--- src/rtl/stream_mux_pkg.sv ---
`default_nettype none
// ============================================================================
// Module   : stream_mux_pkg
// Brief    : Shared mode constants, arbiter state type and index helper for
//            the streaming multiplexer.
// Revision : 1.0 - initial release
// ============================================================================
package stream_mux_pkg;

    localparam logic MODE_RR    = 1'b0;
    localparam logic MODE_FIXED = 1'b1;

    typedef enum logic [0:0] {
        ARB_IDLE   = 1'b0,
        ARB_LOCKED = 1'b1
    } arb_state_t;

    // Increment a channel index, wrapping at n (n need not be a power of two).
    function automatic int wrap_inc(input int idx, input int n);
        return (idx >= n - 1) ? 0 : idx + 1;
    endfunction

endpackage : stream_mux_pkg
`default_nettype wire

--- src/rtl/rr_arbiter.sv ---
`default_nettype none
// ============================================================================
// Module   : rr_arbiter
// Brief    : Combinational arbiter; round-robin from ptr or fixed lowest-index
//            priority, producing a one-hot grant and its encoded index.
// Revision : 1.0 - initial release
// ============================================================================
module rr_arbiter
    import stream_mux_pkg::*;
#(
    parameter int N_CH  = 4,
    parameter int SEL_W = $clog2(N_CH)
) (
    input  logic [N_CH-1:0]  req,
    input  logic [SEL_W-1:0] ptr,
    input  logic             mode,
    output logic [N_CH-1:0]  grant,
    output logic [SEL_W-1:0] grant_idx,
    output logic             grant_valid
);

    int w_start;
    int w_idx;

    always_comb begin
        grant       = '0;
        grant_idx   = '0;
        grant_valid = 1'b0;
        w_idx       = 0;
        w_start     = (mode == MODE_FIXED) ? 0 : int'(ptr);
        // Walk every channel once starting at w_start; the first requester wins.
        for (int i = 0; i < N_CH; i++) begin
            w_idx = w_start + i;
            if (w_idx >= N_CH) begin
                w_idx = w_idx - N_CH;
            end
            if (!grant_valid && req[w_idx]) begin
                grant_valid  = 1'b1;
                grant_idx    = SEL_W'(w_idx);
                grant[w_idx] = 1'b1;
            end
        end
    end

endmodule : rr_arbiter
`default_nettype wire

--- src/rtl/stream_mux_arb.sv ---
`default_nettype none
// ============================================================================
// Module   : stream_mux_arb
// Brief    : N-channel valid/ready stream multiplexer with internal
//            round-robin / fixed-priority arbitration and packet locking.
// Revision : 1.0 - initial release
// ============================================================================
module stream_mux_arb
    import stream_mux_pkg::*;
#(
    parameter int N_CH  = 4,
    parameter int W     = 8,
    parameter int SEL_W = $clog2(N_CH)
) (
    input  logic              clk,
    input  logic              rst,
    input  logic              mode,
    input  logic [N_CH*W-1:0] in_data,
    input  logic [N_CH-1:0]   in_valid,
    input  logic [N_CH-1:0]   in_last,
    output logic [N_CH-1:0]   in_ready,
    output logic [W-1:0]      out_data,
    output logic [SEL_W-1:0]  out_ch,
    output logic              out_last,
    output logic              out_valid,
    input  logic              out_ready
);

    arb_state_t       r_state;
    arb_state_t       w_state_nxt;
    logic [SEL_W-1:0] r_lock_ch;
    logic [SEL_W-1:0] w_lock_ch_nxt;
    logic             r_lock_mode;
    logic             w_lock_mode_nxt;
    logic [SEL_W-1:0] r_ptr;
    logic [SEL_W-1:0] w_ptr_nxt;

    logic [N_CH-1:0]  w_arb_grant;
    logic [SEL_W-1:0] w_arb_idx;
    logic             w_arb_valid;
    logic [N_CH-1:0]  w_grant;
    logic [SEL_W-1:0] w_grant_idx;
    logic             w_load_en;
    logic             w_xfer;
    logic             w_xfer_last;
    logic [W-1:0]     w_xfer_data;

    rr_arbiter #(
        .N_CH  (N_CH),
        .SEL_W (SEL_W)
    ) u_arb (
        .req         (in_valid),
        .ptr         (r_ptr),
        .mode        (mode),
        .grant       (w_arb_grant),
        .grant_idx   (w_arb_idx),
        .grant_valid (w_arb_valid)
    );

    assign w_load_en = !out_valid | out_ready;

    // A held lock overrides the arbiter entirely, including the mode input.
    always_comb begin
        w_grant     = w_arb_valid ? w_arb_grant : '0;
        w_grant_idx = w_arb_idx;
        if (r_state == ARB_LOCKED) begin
            w_grant     = {{(N_CH-1){1'b0}}, 1'b1} << r_lock_ch;
            w_grant_idx = r_lock_ch;
        end
    end

    for (genvar k = 0; k < N_CH; k++) begin : g_ready
        assign in_ready[k] = w_load_en & w_grant[k] & in_valid[k];
    end

    assign w_xfer = |in_ready;

    always_comb begin
        w_xfer_data = '0;
        w_xfer_last = 1'b0;
        for (int k = 0; k < N_CH; k++) begin
            if (w_grant[k]) begin
                w_xfer_data = in_data[k*W +: W];
                w_xfer_last = in_last[k];
            end
        end
    end

    always_ff @(posedge clk or posedge rst) begin
        if (rst) begin
            r_state     <= ARB_IDLE;
            r_lock_ch   <= '0;
            r_lock_mode <= MODE_RR;
            r_ptr       <= '0;
        end else begin
            r_state     <= w_state_nxt;
            r_lock_ch   <= w_lock_ch_nxt;
            r_lock_mode <= w_lock_mode_nxt;
            r_ptr       <= w_ptr_nxt;
        end
    end

    // The mode seen when a packet starts decides whether its release advances ptr.
    always_comb begin
        w_state_nxt     = r_state;
        w_lock_ch_nxt   = r_lock_ch;
        w_lock_mode_nxt = r_lock_mode;
        w_ptr_nxt       = r_ptr;
        case (r_state)
            ARB_IDLE: begin
                if (w_xfer) begin
                    if (!w_xfer_last) begin
                        w_state_nxt     = ARB_LOCKED;
                        w_lock_ch_nxt   = w_grant_idx;
                        w_lock_mode_nxt = mode;
                    end else if (mode == MODE_RR) begin
                        w_ptr_nxt = SEL_W'(wrap_inc(int'(w_grant_idx), N_CH));
                    end
                end
            end
            ARB_LOCKED: begin
                if (w_xfer && w_xfer_last) begin
                    w_state_nxt = ARB_IDLE;
                    if (r_lock_mode == MODE_RR) begin
                        w_ptr_nxt = SEL_W'(wrap_inc(int'(r_lock_ch), N_CH));
                    end
                end
            end
            default: begin
                w_state_nxt = ARB_IDLE;
            end
        endcase
    end

    always_ff @(posedge clk or posedge rst) begin
        if (rst) begin
            out_valid <= 1'b0;
            out_data  <= '0;
            out_ch    <= '0;
            out_last  <= 1'b0;
        end else if (w_load_en) begin
            out_valid <= w_xfer;
            if (w_xfer) begin
                out_data <= w_xfer_data;
                out_ch   <= w_grant_idx;
                out_last <= w_xfer_last;
            end
        end
    end

endmodule : stream_mux_arb
`default_nettype wire

--- config.mk ---
export PLATFORM = sky130hd
export DESIGN_NAME = stream_mux_arb
export DESIGN_NICKNAME = d
export VERILOG_FILES = /design/src/rtl/stream_mux_pkg.sv /design/src/rtl/rr_arbiter.sv /design/src/rtl/stream_mux_arb.sv
export SDC_FILE = /design/constraint.sdc
export NUM_CORES = 1
export LEC_CHECK = 0
export ABC_AREA = 1
export ABC_CLOCK_PERIOD_IN_PS = 2800
export CELL_PAD_IN_SITES_DETAIL_PLACEMENT = 1
export CELL_PAD_IN_SITES_GLOBAL_PLACEMENT = 1
export CORE_MARGIN = 1
export CORE_UTILIZATION = 32
export DETAILED_ROUTE_END_ITERATION = 6
export GPL_TIMING_DRIVEN = 0
export PLACE_DENSITY_LB_ADDON = 0.25
export SKIP_LAST_GASP = 1
export SLEW_MARGIN = 20
export SYNTH_ARGS = -nofsm -noshare
export SYNTH_HDL_FRONTEND = slang
export SYNTH_SLANG_ARGS = --single-unit
--- constraint.sdc ---
create_clock -name clk -period 2.8 [get_ports clk]
set_input_delay 0.42 -clock clk [delete_from_list [all_inputs] [get_ports clk]]
set_output_delay 0.42 -clock clk [all_outputs]
set_load 0.01 [all_outputs]
==> flow_summary.ini <==
[worst_setup_path]
critical-path-slowest-cell = sky130_fd_sc_hd__dlygate4sd2_1
worstSetupEndpoint = in_ready[0]
critical-path-top-cell-by-count = sky130_fd_sc_hd__nand2_1
cp_max_fo = 6
worst_ep_arrival_time_ns = 2.32
worstSetupPathDepth = 17
critical_path.n_buffers_inverters = 7
worstRegToRegCells = 19
nature_of_the_critical_path_endpoint = primary output
startpoint_class = input port
timing_worst_setup_path_type = in2out
r2r_setup_slack_ns = 0.19
cp.required_ns = 2.38
setup.worst_path.start = mode
cp_cell_sequence = dlygate4sd2_1 -> inv_2 -> buf_6 -> nand3b_1 -> nand2_2 -> buf_4 -> nand2_1 -> nand2_2 -> buf_4 -> nand3_1 -> nand2_1 -> nand3_1 -> nand2_1 -> nand2_4 -> nand3_4 -> inv_1 -> clkbuf_2
critPathTopFamily = buffers and inverters
critical_path.reg2reg.endpoint = r_lock_ch[0]
r2r_start = r_ptr[0]
timing.critical_path.slowest_cell_delay_ns = 0.26

[worst_hold_path]
startpoint_of_the_most_critical_hold_path = out_data[5]
hold-path-cell-count = 2
holdCritPathClass = reg2reg

[sta]
period_minus_slack_ns = 2.74
max-slew-margin-rel = 0.530
final_setup_violations = 0
final-max-slew-violation-count = 0
final_hold_viol_count = 0
achievable-frequency_ghz = 0.366
final.setup.worst_slack_ns = 0.0644
worst_clock_skew_ns = 0.00589
grt_setup_unrepaired = true
worst_pin_slew_ns = 0.705
final_min_period_over_clock_period = 0.977

[yosys]
ys_warn_count = 0
synthCells = 271
synth_top_area_share = 0.246
synth.area.top_cells = sky130_fd_sc_hd__dfrtp_1, sky130_fd_sc_hd__nand2_1, sky130_fd_sc_hd__nand3_1
mappedNetlistNets = 319
post_synth_design_cell_area_um2 = 1830
synth-seq-cells = 18
synthDistinctLibCells = 30
syn_area_per_cell_um2 = 6.75
synth_sequential_area_ratio = 0.246
synth_area_leader_cell = sky130_fd_sc_hd__dfrtp_1

[drt]
avgViaCountPerCell = 5.17
route.met3.wl_um = 121
detailedRoute.firstIterationViolations = 127
drt_pass1_iterations = 4
met2WireLength_mm = 3.49
route.vias.total = 2186
detail_route.drc_violations = 0
routedWlPerCell_um = 15.9
ant_nets_after_route = 0
postRouteWirelength_mm = 6.72
met1Wirelength_mm = 3.00
top_sig_layer = met4

[place]
place.detailed.hpwl_mm = 4.90
preCtsSetupSlack_ns = -0.592
buffer_ports.inserted = 59
gp_congestion = 0.874

[cts]
clk_path_buf_depth = 2
numCtsBuffers = 3
cts_root_buf = sky130_fd_sc_hd__clkbuf_8
cts_tree = built
clk-insertion-delay-late_ns = 0.26
clock_tree.htree_level_count = 1
clock-sinks = 18
clock_pin_slew_on_the_worst_setup_and_hold_paths_ns = 0.07

[grt]
grt_overflow_total = 0
initial_antenna_violation_count = 0
grt_max_degree = 19
first_global_vias = 2201
grt_util_all_layers = 0.225
grt_pass1_wl_mm = 10.8

[floorplan]
start_util = 0.332
floorplan.die_area_um2 = 6030
core_um2 = 5510
num_io_pins = 60
die_width_um = 77.6
placement_rows = 27
die_h_um = 77.6

[power]
design_power_total_uw = 3030
power-per-cell-area_nw_per_um2 = 1100
power_leakage_uw = 0.00138
vdd_drop_max_mv = 0.571

[status]
run_status = finished, final reports clean

[flow_run]
cap_viol_max_count = 0

[layout]
num_antenna_cells = 0
area_growth_syn_to_layout_pct = 51.1
layout-drive-gt1-share = 0.242
finish.net_count = 400
[sequential cells by signal (all words and copies together), names as in the netlist, named ones only]
register	count
out_ch	2
out_data	8
out_last	1
out_valid	1
r_lock_ch	2
r_lock_mode	1
r_ptr	2
[Yosys cell counts (all sizes together)]
cell type and n:
a21oi 22, nand2 95, o21ai 25, nor2 12, o211ai 9, inv 31
buf 8, and3 1, nand3 31, dfrtp 18, o22ai 1, clkbuf 1
nand4 10, o21a 2, ha 4, nand3b 1
[power breakdown]
part           switching, uW  internal (uW)  leakage (uW)  total [uW]
sequential              82.2            390      0.000225         472
clock                   91.3            125     0.0000288         216
combinational           1410            940       0.00113        2350
[cell families after synthesis]
group / count (synthesis) / synth area share
AOI/OAI and AO/OA: 59 / 0.191
DFF: 18 / 0.246
adders and majority gates: 4 / 0.0273
and+or+nand+nor: 150 / 0.427
buffers and inverters: 40 / 0.109
[per-layer routing]
| metal | vias to the layer above | global-route usage |
|---|---|---|
| met1 | 1073 | 0.298 |
| met5 | - | 0 |
| met4 | 0 | 0.0604 |
| li1 | 1064 | - |
| met3 | 12 | 0.00941 |
| met2 | 37 | 0.396 |
[worst min path at each step]
stage	endpoint	slack, ns
4_1_cts	out_data[5]	0.49
2_1_floorplan	asynchronous set/reset pin	0.36
3_3_place_gp	out_data[5]	0.47
5_1_grt	out_data[1]	0.52
3_5_place_dp	out_data[1]	0.47
6_report	out_data[5]	0.49
[layout by cell type (no fill, tap or decap), types with 4 or more instances in the layout]
| cell | n |
|---|---|
| sky130_fd_sc_hd__inv_1 | 27 |
| sky130_fd_sc_hd__clkdlybuf4s50_1 | 53 |
| sky130_fd_sc_hd__nand2_1 | 64 |
| sky130_fd_sc_hd__o211ai_1 | 9 |
| sky130_fd_sc_hd__nand4_1 | 9 |
| sky130_fd_sc_hd__o21ai_0 | 15 |
| sky130_fd_sc_hd__nor2_1 | 8 |
| sky130_fd_sc_hd__buf_6 | 5 |
| sky130_fd_sc_hd__clkbuf_2 | 4 |
| sky130_fd_sc_hd__clkbuf_8 | 4 |
| sky130_fd_sc_hd__a21oi_1 | 19 |
| sky130_fd_sc_hd__ha_1 | 4 |
| sky130_fd_sc_hd__o21ai_1 | 9 |
| sky130_fd_sc_hd__nand2_4 | 8 |
| sky130_fd_sc_hd__nand2_2 | 24 |
| sky130_fd_sc_hd__nand3_1 | 23 |
| sky130_fd_sc_hd__nand3_2 | 5 |
| sky130_fd_sc_hd__dfrtp_1 | 18 |
| sky130_fd_sc_hd__buf_4 | 16 |
[worst min-delay path, stage by stage (launching register included)]
cell,delay [ns]
sky130_fd_sc_hd__dfrtp_1,0.35
sky130_fd_sc_hd__nand2_1,0.05
sky130_fd_sc_hd__nand2_1,0.06
[final cells by class]
| class | count | area (um^2) |
|---|---|---|
| inverters | 31 | 121 |
| flip-flops and latches | 18 | 450 |
| plain buffers | 9 | 80.1 |
| multi-input cells | 214 | 1270 |
| clock buffers | 4 | 55.1 |
| repair buffers | 75 | 698 |
| well taps | 72 | 90.1 |
| fillers | 703 | 2740 |
[through the flow]
step / instances / cell area, um^2 / TNS [ns] / utilization / hold WS (ns)
2_1_floorplan: 271 / 1830 / 0 / - / 0.359
3_3_place_gp: 402 / 2510 / -4.76 / 0.456 / 0.466
3_5_place_dp: 402 / 2510 / -5.23 / 0.456 / 0.468
4_1_cts: 421 / 2720 / 0 / 0.494 / 0.490
5_1_grt: 423 / 2770 / -0.139 / 0.502 / 0.516
6_report: 423 / 2770 / 0 / 0.502 / 0.487
[what timing repair did]
item,CTS,global route
hold buffers,0,0
cloned,2,0
endpoints found under the setup margin,5,19
pin swaps,10,7
resized for setup,15,26
buffers inserted,13,2
No activity file was read; power rests on OpenSTA's default activity.
